===== config.mk =====
export PLATFORM = sky130hd
export DESIGN_NAME = jump_inst_enc
export DESIGN_NICKNAME = d
export VERILOG_FILES = /design/src/rtl/jump_pkg.sv /design/src/rtl/jump_inst_fifo.sv /design/src/rtl/jump_inst_enc.sv
export SDC_FILE = /design/constraint.sdc
export NUM_CORES = 1
export LEC_CHECK = 0
export BUFFER_PORTS_ARGS = -buffer_cell sky130_fd_sc_hd__clkbuf_2
export CAP_MARGIN = 20
export CORE_AREA = 4 4 108 110
export DETAILED_ROUTE_END_ITERATION = 10
export DIE_AREA = 0 0 112 114
export PLACE_DENSITY = 0.66
export SLEW_MARGIN = 20
export SYNTH_ARGS = -nofsm -noshare
export SYNTH_HDL_FRONTEND = slang
export SYNTH_HIERARCHICAL = 1
export SYNTH_SLANG_ARGS = --single-unit

===== constraint.sdc =====
create_clock -name clk -period 1.85 [get_ports clk]
set_input_delay 0.37 -clock clk [delete_from_list [all_inputs] [get_ports clk]]
set_output_delay 0.37 -clock clk [all_outputs]
set_load 0.02 [all_outputs]

===== src/rtl/jump_pkg.sv =====
// Shared definitions for the J-type jump encoder: opcodes, error bit indices
// and the buffered entry layout.
package jump_pkg;

  localparam logic [5:0] OP_J   = 6'h02;
  localparam logic [5:0] OP_JAL = 6'h03;

  localparam int ERR_ALIGN  = 0;
  localparam int ERR_REGION = 1;

  typedef struct packed {
    logic [31:0] inst;
    logic [1:0]  err;
  } entry_t;

  localparam int ENTRY_W = $bits(entry_t);

endpackage


===== src/rtl/jump_inst_fifo.sv =====
// Two-entry in-order valid/ready buffer. push_ready depends only on the stored
// count, so there is no combinational path from pop_ready to push_ready.
module jump_inst_fifo #(
  parameter int W = 34
) (
  input  logic         clk,
  input  logic         rst_n,
  input  logic         push_valid,
  output logic         push_ready,
  input  logic [W-1:0] push_data,
  output logic         pop_valid,
  input  logic         pop_ready,
  output logic [W-1:0] pop_data
);

  logic [W-1:0] mem [2];
  logic         rd_ptr;
  logic         wr_ptr;
  logic [1:0]   cnt;
  logic         push;
  logic         pop;

  assign push_ready = (cnt != 2'd2);
  assign pop_valid  = (cnt != 2'd0);
  assign pop_data   = mem[rd_ptr];
  assign push       = push_valid & push_ready;
  assign pop        = pop_valid & pop_ready;

  // Storage is cleared on reset so the head reads as all-zero afterwards.
  always_ff @(posedge clk or negedge rst_n) begin
    if (!rst_n) begin
      mem[0] <= '0;
      mem[1] <= '0;
      rd_ptr <= 1'b0;
      wr_ptr <= 1'b0;
      cnt    <= 2'd0;
    end else begin
      if (push) begin
        mem[wr_ptr] <= push_data;
        wr_ptr      <= ~wr_ptr;
      end
      if (pop) begin
        rd_ptr <= ~rd_ptr;
      end
      case ({push, pop})
        2'b10:   cnt <= cnt + 2'd1;
        2'b01:   cnt <= cnt - 2'd1;
        default: cnt <= cnt;
      endcase
    end
  end

endmodule


===== src/rtl/jump_inst_enc.sv =====
// J/JAL instruction encoder with region/alignment checking and a 2-entry output
// buffer. Optional saturating error counter enabled by JUMP_ERR_CNT_EN.
module jump_inst_enc
  import jump_pkg::*;
(
  input  logic        clk,
  input  logic        rst_n,
  input  logic        in_valid,
  output logic        in_ready,
  input  logic [31:0] in_pc,
  input  logic [31:0] in_target,
  input  logic        in_link,
  output logic        out_valid,
  input  logic        out_ready,
  output logic [31:0] out_inst,
  output logic [1:0]  out_err
`ifdef JUMP_ERR_CNT_EN
  ,output logic [15:0] err_cnt
`endif
);

  // Handshakes: a transfer happens on the rising edge where valid and ready are
  // both high; a producer holds its data stable until that edge, and ready
  // never depends combinationally on the opposite side's ready.

  logic [31:0] pc4;
  logic [1:0]  err;
  entry_t      entry;
  entry_t      head;
  logic        push;

  assign pc4 = in_pc + 32'd4;

  assign err[ERR_ALIGN]  = (in_target[1:0] != 2'b00);
  // Only the top nibble matters: the J field cannot change pc4[31:28].
  assign err[ERR_REGION] = (((in_target ^ pc4) >> 28) != 32'd0);

  always_comb begin
    entry.err  = err;
    entry.inst = 32'h0000_0000;
    if (err == 2'b00) begin
      entry.inst = {(in_link ? OP_JAL : OP_J), in_target[27:2]};
    end
  end

  assign push = in_valid & in_ready;

  jump_inst_fifo #(
    .W (ENTRY_W)
  ) u_fifo (
    .clk        (clk),
    .rst_n      (rst_n),
    .push_valid (in_valid),
    .push_ready (in_ready),
    .push_data  (entry),
    .pop_valid  (out_valid),
    .pop_ready  (out_ready),
    .pop_data   (head)
  );

  assign out_inst = head.inst;
  assign out_err  = head.err;

`ifdef JUMP_ERR_CNT_EN
  always_ff @(posedge clk or negedge rst_n) begin
    if (!rst_n) begin
      err_cnt <= 16'd0;
    end else if (push && (err != 2'b00) && (err_cnt != 16'hFFFF)) begin
      err_cnt <= err_cnt + 16'd1;
    end
  end
`else
  logic unused_push;
  assign unused_push = push;
`endif

endmodule


==> metrics.md, run 1 <==
| Metric | Value |
|---|---|
| Crit Reg-Reg Startpoint | u_fifo/cnt[0] |
| Pwr dens | between 900 and 1000 nW/µm² |
| Post-synth EDFFs | 0 |
| Synthesized area | approximately 4200 µm² |
| Row count | 38 |
| Unique masters post-synth | 43 |
| Gr ovfl total | 0 |
| Vias per cell | between 5 and 6 |
| DR vias | 3128 |
| Initial antenna violation count | 0 |
| Period utilisation layout | 113% |
| Top Ports | 105 |
| Critical Path AT | ~2.3 ns |
| Fin crit period | 2.10 ns |
| N_diodes | 0 |
| Filler cells | 870 |
| Seq. cell area | 1800 µm² |
| Critical Path Start Type | input port |
| Vias in the first global route | 3178 |
| CTS tree | built |
| Area Overhead vs Synth | 44.8% |
| Worst Skew | between 0.007 and 0.008 ns |
| Post-CTS Hold Buffers | 0 |
| Design Area, Final | 6100 µm² |
| Largest net degree at the start of global routing | 40 |
| Drt drc | 0 |
| Drt pass-1 iters | 5 |
| Static Leak | 2.80 nW |
| First-pass GRT wire length | 16600 µm |
| FF-to-FF End | u_fifo/cnt[1] |
| Multiplexer area fraction after synthesis | 32.9% |
| CP Data Required Time | about 2.1 ns |
| CTS Sinks | 72 |
| Final hold slack | between 0.008 and 0.009 ns |
| Sequential area share after synthesis | 42.8% |
| Setup crit end kind | flop |
| Synth area leader | dfrtp_1 |
| Main synth FF type | dfrtp_1 |
| Ys Warns | 6 |
| TNS Setup | -8.96 ns |
| Main area contributors after synthesis | dfrtp_1, mux2_4, mux2_2 |
| Die width | 112 µm |
| GPL Wtd Cong | 0.789 |
| Layout cells sized above 1 | 68.3% |
| Asr flop ratio synth | 100% |
| Synthesized flop and latch total | 72 |
| H-tree lvl count | 3 |
| Final worst slack | -0.248 ns |
| Worst min path class | in -> async |
| Slew of the pin with the lowest slew margin | 0.579 ns |
| Core Util, Final | 57.0% |
| Total die area | 12800 µm² |
| Dpl hpwl | 6910 µm |
| Compound-Gate Fraction of Synth Area | between 10% and 20% |
| Initial DRC Count | roughly 150 |
| R2R setup slack | around 0.22 ns |
| Gate Count Post-Synth | 305 |
| Area share of the largest cell type after synthesis | 42.8% |
| Slew margin rel. | 60.9% |
| Final Setup Violations | 92 |
| Post-synthesis adder-cell area fraction | less than 1% |
| CTS Buf Count | 9 |
| Wirelength per Cell | 20.0 µm |
| Final hold violation count | 0 |
| Largest family of logic cells by synthesized area | multiplexers |
| CTS Buffer Depth | 2 |
| PortBufs | 102 |
| CP max FO | 6 |
| Post-Synth XOR/XNOR Area | 1.66% |
| Most frequent cells in the layout | mux2_4, dfrtp_1, clkbuf_2 |
| R2R depth | 5 |
| Multi-input combinational cell area | 2600 µm² |
| Fmax | 477 MHz |
| Outcome | finished with violations |
| Starting Density | 39.3% |
| Core area | 10700 µm² |
| Fin nets | 508 |
| Die H | roughly 110 µm |
| Most common cell after layout, fill and taps aside | mux2_4 |
| Max-slew violation count | 0 |
| Failing checks | setup timing |
| Clock transition at path regs | 0.07 ns |
| Area after DPL | 5030 µm² |
| Syn avg cell area | around 14 µm² |
| Kind of critical path | in -> reg |
| WL final | 11600 µm |
| CTS root buf | clkbuf_8 |
| Total of max-cap violations | 0 |
| RSZ-0062 raised after global routing | yes |
| Simple-gate portion of the synthesized area | 5.98% |
| GR Util All Layers | 16.3% |
| Maximum VDD drop | 0.570 mV |
| Skew-Pair Late Insertion Delay | 0.35 ns |
| Antenna viol nets, final | 0 |
==> synthesized netlist by cell type, types with 2 or more instances <==
master and count:
dfrtp_1 72, mux2_2 42, buf_6 4, o311ai_1 20, xnor2_1 5, nor2_1 3
buf_4 3, o211a_1 2, nand2_1 4, mux2_4 60, buf_12 6, a21oi_1 27
and2_1 3, buf_2 6, nand4_1 4, o311ai_0 8, and4_1 3, xor2_1 3
clkbuf_1 5, or3_1 2
==> power by group <==
part | switching (mW) | total [mW] | internal (mW)
combinational | 1.23 | 2.79 | 1.55
sequential | 0.149 | 1.94 | 1.79
clock | 0.550 | 1.13 | 0.584
total | 1.93 | 5.86 | 3.93
==> worst max-delay path, stage by stage <==
cell      delay (ns)
buf_6           0.06
nand4_1         0.12
or4_4           0.59
o211a_4         0.34
buf_12          0.16
o311ai_1        0.27
a21oi_1         0.13
mux2_4          0.28
==> timing repair <==
action / CTS / global route
gates resized for setup: 7 / 195
setup endpoints to repair: 71 / 92
pin swaps: 2 / 5
cloned: 2 / 7
setup buffers: 1 / 2
==> state kept, by name, indices dropped and copies added (netlist names) <==
name	count
u_fifo/mem	68
u_fifo/cnt	2
u_fifo/wr_ptr	1
u_fifo/rd_ptr	1
==> through the flow <==
step	std cells	setup WS [ns]	power [mW]
global route	581	-0.276	6.12
CTS	572	-0.150	5.24
detailed placement	555	-0.525	3.99
finish	581	-0.248	5.86
global placement	555	-0.514	3.96
floorplan	312	-0.296	3.53
==> worst max-delay path by stage <==
stage,startpoint,to
after global routing,in_pc[26],u_fifo/mem[22]
after CTS,in_pc[17],u_fifo/mem[9]
after detailed placement,in_pc[17],u_fifo/mem[57]
final,in_pc[26],u_fifo/mem[27]
after global placement,in_pc[17],u_fifo/mem[57]
after floorplan,in_pc[17],u_fifo/mem[29]
==> logic make-up (layout without fill, tap and decap cells) <==
group / after synthesis / after routing
mux: 103 / 103
flops: 72 / 72
fa+ha+maj: 1 / 1
simple gates: 32 / 32
buf+inv: 27 / 155
xor+xnor: 8 / 8
compound gates: 61 / 62
other cells: 1 / 8
==> per-layer routing <==
metal	up-vias	GRT usage (%)	share of wire, %	wire (µm)
met1	1600	21.3	44	5140
met5	-	0	0	0
met2	95	26.9	50	5850
li1	1420	-	-	-
met3	13	4.46	4.4	514
met4	0	4.41	1.2	140
==> area by class of cell <==
cell class	count	share of cell area, %
multi-input cells	214	42.6
flip-flops and latches	72	29.6
repair buffers	140	22.1
well taps	140	2.87
clock buffers	14	2.83
inverters	1	0.0616
(Power assumes the default switching activity.)
==> run 2: changes to the inputs <==
==> constraint.sdc (replaced) <==
create_clock -name clk -period 2.7 [get_ports clk]
set_input_delay 0.54 -clock clk [delete_from_list [all_inputs] [get_ports clk]]
set_output_delay 0.54 -clock clk [all_outputs]
set_load 0.02 [all_outputs]
==> run 2 against run 1 <==
The run now ends clean. Clock power fell by 23%. First-iteration DRC count fell by 29%. Sequential share of layout area rose by 6.3 points. Highest routed layer unchanged. Combinational power fell by 56%.
==> metrics.md, run 2 (synthesis results as in run 1) <==
| Metric | Value |
|---|---|
| Most common cell after layout, fill and taps aside | clkbuf_2 |
| Worst Skew | approximately 0.0098 ns |
| CTS Sinks | just over 70 |
| Pwr dens | 693 nW/µm² |
| Setup crit end kind | primary output |
| P_sw | 1.16 mW |
| Initial DRC Count | 106 |
| Critical Path Max Stage Delay | roughly 0.75 ns |
| Most flop-heavy register | u_fifo/mem |
| Drt pass-1 iters | 4 |
| Final worst slack | ~0.27 ns |
| Final Setup Violations | 0 |
| Clock transition at path regs | 0.08 ns |
| Fin crit period | 2.43 ns |
| CP Data Required Time | 2.16 ns |
| Largest register FFs | between 60 and 70 |
| Post-cts sizing count | 0 |
| Total of max-cap violations | 0 |
| CTS Buffer Depth | 2 |
| CP max FO | 22 |
| Largest regs | u_fifo/mem (68), u_fifo/cnt (2) |
| Fmax | approximately 400 MHz |
| TNS Setup | 0 ns |
| Row count | 38 |
| Max-slew violation count | 0 |
| Top Ports | 105 |
| Die H | 114 µm |
| Pre-CTS WS | 0.0482 ns |
| First-pass GRT wire length | roughly 17000 µm |
| RSZ-0062 raised after global routing | no |
| WL final | 9950 µm |
| Slew margin rel. | roughly two fifths |
| Clock power frac | 25.1% |
| Post-CTS Hold Buffers | 0 |
| Critical Path AT | 1.89 ns |
| Critical Path Start Type | flop |
| Static Leak | 2.48 nW |
| Cell Chain, Critical Path | buf_4 > mux2_2 > clkbuf_2 |
| Antenna viol nets, final | 0 |
| CTS Buf Count | 9 |
| Worst min path class | in -> async |
| Area Overhead vs Synth | 19.5% |
| Vias in the first global route | ~3.2k |
| Design Area, Final | roughly 5000 µm² |
| Starting Density | 39.3% |
| Period utilisation layout | 90.0% |
| N_diodes | 0 |
| Slew of the pin with the lowest slew margin | ~0.93 ns |
| DR vias | 2958 |
| Dpl hpwl | about 6700 µm |
| Power Internal | 2.33 mW |
| Sw Ratio | between 30% and 40% |
| GPL Wtd Cong | 0.744 |
| Maximum VDD drop | about 0.36 mV |
| Layout cells sized above 1 | between 50% and 60% |
| Post-CTS Setup Bufs | 0 |
| CTS tree | built |
| Largest net degree at the start of global routing | 73 |
| Gr ovfl total | 0 |
| Skew-Pair Late Insertion Delay | 0.34 ns |
| Final hold slack | 0.332 ns |
| Core area | 10700 µm² |
| PortBufs | 102 |
| H-tree lvl count | 3 |
| Die width | 112 µm |
| Vias per cell | between 5 and 6 |
| Initial antenna violation count | 0 |
| Drt drc | 0 |
| Buf/Inv on CP | 2 |
| GR Util All Layers | 16.1% |
| Kind of critical path | reg -> out |
| Filler cells | 987 |
| CP delay by family, top | flip-flops |
| Wirelength per Cell | 17.8 µm |
| Most frequent cells in the layout | clkbuf_2, dfrtp_1, mux2_4 |
| Reg power frac | between 30% and 40% |
| Logic pwr share | 35.2% |
| Fin nets | 484 |
| Total die area | roughly 13000 µm² |
| CTS root buf | clkbuf_8 |
| Final hold violation count | 0 |
| Area after DPL | just under 5000 µm² |
| Critical-path top delay cell | dfrtp_2 |
| Outcome | finished clean |
==> run 2: per-stage QoR <==
step                      util (%)  cells  total power [mW]
after detailed placement      45.1    543              2.65
after CTS                     47.0    559              3.54
after floorplan                  -    312              2.41
final                         47.0    559              3.49
after global placement        45.1    543              2.62
after global routing          47.0    559              3.68
==> run 2: final cells by class <==
cell class                 instances  area [µm²]  share of cell area, %
inverter                           1        3.75                 0.0746
sequential                        72        1800                   35.9
multi-input combinational        213        2180                   43.4
clock inverter                     3        40.0                  0.796
tap                              140         175                   3.48
clock buffer                      13         159                   3.16
timing repair buffer             117         663                   13.2
==> run 2: path summary, 6_finish.rpt <==
check / startpoint / end / slack, ns / cells after the start
max: u_fifo/rd_ptr / out_err[1] / 0.27 / 3
min in group clk: u_fifo/wr_ptr / u_fifo/wr_ptr / 0.49 / 1
max reg2reg: u_fifo/cnt[0] / u_fifo/mem[55] / 0.90 / 4
min reg2reg: u_fifo/wr_ptr / u_fifo/wr_ptr / 0.49 / 1
min: rst_n / u_fifo/mem[27] / 0.33 / 1
max in group asynchronous: rst_n / u_fifo/rd_ptr / 1.71 / 1
==> run 2: power groups by stage <==
stage	Sequential, mW	Combinational [mW]	Clock (mW)
3_3_place_gp	1.39	1.23	0
6_report	1.39	1.23	0.875
2_1_floorplan	1.31	1.11	0
3_5_place_dp	1.40	1.25	0
4_1_cts	1.39	1.25	0.905
5_1_grt	1.41	1.31	0.955
==> run 2: per-layer routing <==
layer / up-vias / routed length [µm] / global-route usage (%)
met4: 0 / 155 / 4.09
met1: 1474 / 4590 / 21.1
met3: 16 / 500 / 4.62
met5: - / 0 / 0
li1: 1381 / - / -
met2: 87 / 4700 / 26.3
